**src/rtl/mse_accum.sv**
```systemverilog
// Accumulates a stream of unsigned partial sums of squared differences into a
// saturating per-vector total and hands the total downstream with a valid/ready handshake.
`timescale 1ns/1ps
module mse_accum #(
    parameter int DATA_WIDTH_SUM = 32,
    parameter int ACC_WIDTH      = 48,
    parameter int CNT_WIDTH      = 8
) (
    input  logic                      clk,
    input  logic                      rst,
    input  logic                      clear,
    input  logic [CNT_WIDTH-1:0]      vctr_len,
    input  logic                      in_valid,
    output logic                      in_ready,
    input  logic [DATA_WIDTH_SUM-1:0] in_sum,
    output logic                      out_valid,
    input  logic                      out_ready,
    output logic [ACC_WIDTH-1:0]      out_acc,
    output logic                      out_sat
);

    // One extra bit above the wider operand so any overflow past the accumulator is visible.
    localparam int EXT_W = ((ACC_WIDTH > DATA_WIDTH_SUM) ? ACC_WIDTH : DATA_WIDTH_SUM) + 1;

    typedef enum logic [1:0] {
        IDLE,
        ACCUM,
        DONE
    } state_t;

    state_t                 state;
    state_t                 next_state;
    logic [ACC_WIDTH-1:0]   acc;
    logic [CNT_WIDTH-1:0]   cnt;
    logic [CNT_WIDTH-1:0]   len;
    logic                   sat;

    logic [ACC_WIDTH-1:0]   acc_base;
    logic [EXT_W-1:0]       sum_ext;
    logic                   sum_ovf;
    logic [ACC_WIDTH-1:0]   sum_sat;
    logic [CNT_WIDTH-1:0]   len_start;
    logic [CNT_WIDTH-1:0]   len_eff;
    logic [CNT_WIDTH-1:0]   cnt_next;
    logic                   accept;
    logic                   release_out;

    assign in_ready    = (state != DONE);
    assign out_valid   = (state == DONE);
    assign out_acc     = out_valid ? acc : '0;
    assign out_sat     = sat;

    assign accept      = in_valid  && in_ready  && !clear;
    assign release_out = out_valid && out_ready && !clear;

    // The first word of a vector starts from zero and uses the freshly sampled length.
    always_comb begin
        acc_base  = (state == IDLE) ? '0 : acc;
        sum_ext   = EXT_W'(acc_base) + EXT_W'(in_sum);
        sum_ovf   = |sum_ext[EXT_W-1:ACC_WIDTH];
        sum_sat   = sum_ovf ? '1 : sum_ext[ACC_WIDTH-1:0];
        len_start = (vctr_len == '0) ? CNT_WIDTH'(1) : vctr_len;
        len_eff   = (state == IDLE) ? len_start : len;
        cnt_next  = (state == IDLE) ? CNT_WIDTH'(1) : cnt + CNT_WIDTH'(1);
    end

    always_ff @(posedge clk or posedge rst) begin
        if (rst) begin
            state <= IDLE;
        end else begin
            state <= next_state;
        end
    end

    always_comb begin
        next_state = state;
        if (clear) begin
            next_state = IDLE;
        end else begin
            case (state)
                IDLE, ACCUM: begin
                    if (accept) begin
                        next_state = (cnt_next == len_eff) ? DONE : ACCUM;
                    end
                end
                DONE: begin
                    if (out_ready) begin
                        next_state = IDLE;
                    end
                end
                default: next_state = IDLE;
            endcase
        end
    end

    // Saturation is sticky for the whole vector and only drops once the result is taken.
    always_ff @(posedge clk or posedge rst) begin
        if (rst) begin
            acc <= '0;
            cnt <= '0;
            len <= CNT_WIDTH'(1);
            sat <= 1'b0;
        end else if (clear) begin
            acc <= '0;
            cnt <= '0;
            sat <= 1'b0;
        end else if (accept) begin
            acc <= sum_sat;
            cnt <= cnt_next;
            if (state == IDLE) begin
                len <= len_start;
                sat <= sum_ovf;
            end else begin
                sat <= sat | sum_ovf;
            end
        end else if (release_out) begin
            acc <= '0;
            cnt <= '0;
            sat <= 1'b0;
        end
    end

endmodule

```
**config.mk**
```make
export PLATFORM = sky130hd
export DESIGN_NAME = mse_accum
export DESIGN_NICKNAME = d
export VERILOG_FILES = /design/src/rtl/mse_accum.sv
export SDC_FILE = /design/constraint.sdc
export NUM_CORES = 1
export LEC_CHECK = 0
export CAP_MARGIN = 40
export CORE_MARGIN = 8
export CORE_UTILIZATION = 56
export DETAILED_ROUTE_END_ITERATION = 8
export HOLD_SLACK_MARGIN = 0.08
export PLACE_DENSITY = 0.88
export SKIP_LAST_GASP = 1
export SYNTH_ARGS = -nofsm -noshare
export SYNTH_HDL_FRONTEND = slang
export SYNTH_SLANG_ARGS = --single-unit
```
**constraint.sdc**
```tcl
create_clock -name clk -period 8.6 [get_ports clk]
set_input_delay 1.72 -clock clk [delete_from_list [all_inputs] [get_ports clk]]
set_output_delay 1.72 -clock clk [all_outputs]
set_load 0.01 [all_outputs]
```
# Word level (Yosys, flattened, before mapping)
# Cells that the tools add are included.
[word_totals] regBits=67
[op_classes] n_addsub=2 n_eq_ne=6 n_mux=21 bitwise=2 n_reduce_logical=11
[ops] operator="two-way mux 48 bit" n=6
[ops] operator="adder 48 x 32 -> 49 bit" n=1
[ops] operator="two-way mux 8 bit" n=6
[ops] operator="adder 8 x 1 -> 8 bit (second input constant)" n=1
[ops] operator="equality test 8 bit" n=1
[ops] operator="logical NOT 8 bit" n=1
[ops] operator="two-way mux 2 bit" n=4
[ops] operator="logical AND 1 bit" n=4
[ops] operator="two-way mux 1 bit" n=4
[ops] operator="one-hot mux 2 bit (2 select lines)" n=1
[ops] operator="AND reduction 2 bit" n=2
[ops] operator="inequality test 3 x 2 -> 1 bit (second input constant)" n=1
[ops] operator="inequality test 3 bit (second input constant)" n=1
[ops] operator="nonzero test 3 bit" n=1
[ops] operator="equality test 2 x 1 -> 1 bit (second input constant)" n=1
[ops] operator="equality test 2 bit (second input constant)" n=1
[ops] operator="logical NOT 2 bit" n=1
[ops] operator="inequality test 2 bit (second input constant)" n=1
[ops] operator="OR reduction 2 bit" n=1
[ops] operator="logical NOT 1 bit" n=1
[ops] operator="NOT 1 bit" n=1
[ops] operator="bitwise OR 1 bit" n=1

# Longest topological paths before layout
[depth] word_depth=8 depth_mapped=17 ltp_nobuf=12

# Worst setup path before layout
# No wires, ideal clock.
[synth_path] kind="input -> register" start="in in_sum[0]" end="reg acc[31]" setup_time_ps=121 t_arrival_ps=3838 t_required_ps=8479 setup_slack_ps=4641 path_stages=11 path_cell_list="ha_1 > fa_1 > a21oi_1 > o211a_1 > nor4_1 > o21a_1 > o211a_1 > and2_4 > buf_8 > o21bai_1 > a22o_1"
[synth_via] elab_chain_cells=4
[synth_lines] element="start, declared" line_no="15" source="input logic [DATA_WIDTH_SUM-1:0] in_sum,"
[synth_lines] element="adder 48 x 32 -> 49 bit" line_no="59" source="sum_ext = EXT_W'(acc_base) + EXT_W'(in_sum);"
[synth_lines] element="two-way mux 48 bit" line_no="61" source="sum_sat = sum_ovf ? '1 : sum_ext[ACC_WIDTH-1:0];"
[synth_lines] element="two-way mux 48 bit" line_no="107" source="end else if (accept) begin"
[synth_lines] element="two-way mux 48 bit" line_no="103" source="end else if (clear) begin"
[synth_lines] element="end signal, assigned" line_no="108" source="acc <= sum_sat;"
[synth_lines] element="end, declared" line_no="33" source="logic [ACC_WIDTH-1:0] acc;"
# No other way between the ends.
# A chain may end at the register's enable or synchronous reset.

# Worst setup path after layout
[layout_path] start="in in_sum[0]" end="reg acc[42]"
# The elaborated chain is that of the path after synthesis.

==> out/results.ini <==
[power_and_ir_drop]
power_frac_comb = 0.232
total_power_mw = 0.8542
power_leakage_nw = 3.062
peakVddDrop_mv = 0.1126
power.share.sequential = 0.412
p_int_mw = 0.5878
power.switching_mw = 0.2664
p_per_area_nw_per_um2 = 123.2
p_sw_frac = 0.3118
p_clk_frac = 0.356

[sta]
slew-limit-headroom = 0.4151
tightest_slew_ns = 0.8741
drv_slew = 0
hold_viol_final = 0
fmax_mhz = 220.5
setup_viol = 0
tns_ns = 0
rsz0062_at_grt = no
period_minus_slack_ns = 4.535
min_period_over_period = 0.5273
setup_slack_ns = 4.065
clock_skew_ns = 0.01242

[route]
dr.pass1.iters = 5
wl_per_cell_um = 18.31
drtIter0Drc = 508
drcViolationCount = 0
vias = 5702
drtAntennaViolNets = 0
vias_per_cell = 6.171
wirelength_um = 16920

[worst_setup_path]
critPathBufInv = 1
worstPathRequired_ns = 8.82
r2r_cells = 12
path_class = input port to flip-flop
regToRegStartpoint = state[0]
slowest_stage = clkdlybuf4s50_1
startpoint_type = input port
r2r_end = acc[42]
path_cells = clkdlybuf4s50_1 > ha_1 > fa_1 > a21oi_1 > o211a_1 > nor4_1 > o21a_1 > o211a_1 > and2_4 > nand2_1 > o311ai_0
crit_family = compound AO/OA/AOI/OAI gates
cp-end-kind = flip-flop
regToRegSetupSlack_ns = 4.53
critPathMaxStageDelay_ns = 0.46
worstPathArrival_ns = 4.76
cp_common_cell = o211a_1
crit_fanout = 28

[layout]
nFillCells = 788
layout.nets = 862
fin_area_um2 = 6933
multi_input_area_um2 = 3776
areaGrowthSynthToFinish_pct = 20.46
seq_area_um2 = 1678
drive_gt1_frac = 0.06345
antennaDiodeCount = 0
final_cells = 924

[synth]
synth_edf_count = 0
async_flop_share = 1.000
synth_cells = 717
synthTopCellsByCount = nand2_1 (102), and2_1 (79), dfrtp_1 (66), o21ai_0 (46), a21oi_1 (45)
syn_nets = 796
netlist_top_cells_area = dfrtp_1 (29%), and2_1 (8.6%), ha_1 (7.2%)
ys.flop_type = dfrtp_1
netlist_area_um2 = 5756
yosys.area.top_type = dfrtp_1
ys_warn_count = 0
yosysMostFrequentCell = nand2_1
avgSynthCellArea_um2 = 8.027
synth.distinct_cells = 71
yosys.area.top_type_share = 0.2870
ys_ff_latch = 67
seq_area_frac_synth = 0.2915

[clock_tree]
cts_buffer_depth = 2
htreeDepth = 3
post_cts_buffers = 0
cts_buffers = 9
clkTransAtPathRegs_ns = 0.08
insertion_delay_ns = 0.35
cts_tree = built
cts.sinks = 67
cts_resized = 0
cts_hold_buf = 0
cts_root_buffer = clkbuf_8

[place]
pre_cts_ws_ns = 3.755
dp_cells = 908
io_buffers = 95
dp_hpwl_um = 12390
placed_area_um2 = 6709
routabilityCongestion = 0.9115

[hold_path]
whs_path_depth = 2
hold_class = flip-flop to flip-flop
min_to = acc[19]
hold_start = acc[19]

[global_routing]
grt_max_degree = 49
grt_pass1_wl_um = 28510
grt_pass1_vias = 5795
antenna_found_initial = 0
grt_overflow_total = 0
gr-usage-all-layers = 0.2432

[floorplan]
die_area_um2 = 13780
die_w_um = 117.4
fp.dieH_um = 117.4
placementRows = 37
core_um2 = 10140
ios = 96
initial_core_util = 0.5677

[outcome]
outcome = finished clean

[run]
maxCapViolations = 0

tightest hold or removal path, stage by stage, from the launching register on:
cell	delay, ns
dfrtp_1	0.35
nand2_1	0.05
nand2_1	0.05
routing by layer:
layer / global-route usage / wire, µm
met4: 0.07624 / 312
met3: 0.03837 / 1097
met5: 0 / 0
met1: 0.3009 / 7196
met2: 0.4230 / 8315
power by group through the flow:
stage	clock, mW	combinational [mW]	sequential, mW
floorplan	0	0.138	0.352
global placement	0	0.187	0.357
detailed placement	0	0.194	0.359
CTS	0.307	0.196	0.352
global route	0.319	0.217	0.355
finish	0.304	0.198	0.352
kinds of logic (layout without fill, tap and decap cells):
group | after synthesis | count (layout) | synth area share
buf+inv | 60 | 131 | 0.05543
xor+xnor | 40 | 40 | 0.06087
compound gates | 210 | 210 | 0.2346
simple gates | 296 | 296 | 0.2635
mux | 10 | 10 | 0.01891
fa+ha+maj | 34 | 34 | 0.07522
flops | 67 | 67 | 0.2915
flip-flops by register name (all words and copies together), names as in the netlist:
signal   flops
out_sat      1
cnt          8
state        2
len          8
acc         48
area by class of cell:
type	count	area share
Clock buffer	9	0.01787
Clock inverter	7	0.01444
Inverter	15	0.008121
Multi-Input combinational cell	590	0.5447
Sequential cell	67	0.2420
Tap cell	136	0.02454
Timing Repair Buffer	100	0.1483
stage by stage:
step | utilization | hold slack [ns]
floorplan | - | 0.4426
global placement | 0.6563 | 0.4605
global route | 0.6838 | 0.5176
finish | 0.6838 | 0.4789
CTS | 0.6838 | 0.4833
detailed placement | 0.6617 | 0.4669
worst max-delay path by stage:
stage | slack, ns | to | start | cells after the start
floorplan | 4.64 | acc[31] | in_sum[0] | 11
global placement | 3.89 | acc[31] | in_sum[0] | 11
detailed placement | 3.75 | acc[42] | in_sum[0] | 11
CTS | 4.14 | acc[42] | in_sum[0] | 11
global route | 3.93 | acc[42] | in_sum[0] | 11
finish | 4.07 | acc[42] | in_sum[0] | 11
placed cells by master (no fill, tap or decap), types with 4 or more instances in the layout:
master	instances
and2_1	79
mux2_2	7
dfrtp_1	66
inv_1	14
xnor2_1	29
nor4_1	4
and3_1	6
nand4_1	11
nor2_1	35
ha_1	33
o21ai_0	46
nand2_1	102
a211oi_1	6
clkdlybuf4s50_1	95
or3_1	4
a21o_1	12
o21ai_1	26
xor2_1	11
o21a_1	5
a31oi_1	12
o211ai_1	12
clkbuf_8	9
a22o_1	4
a221o_1	5
nand3_1	20
o21bai_1	4
a21oi_1	45
nor3_1	11
No activity file was read; power rests on OpenSTA's default activity.
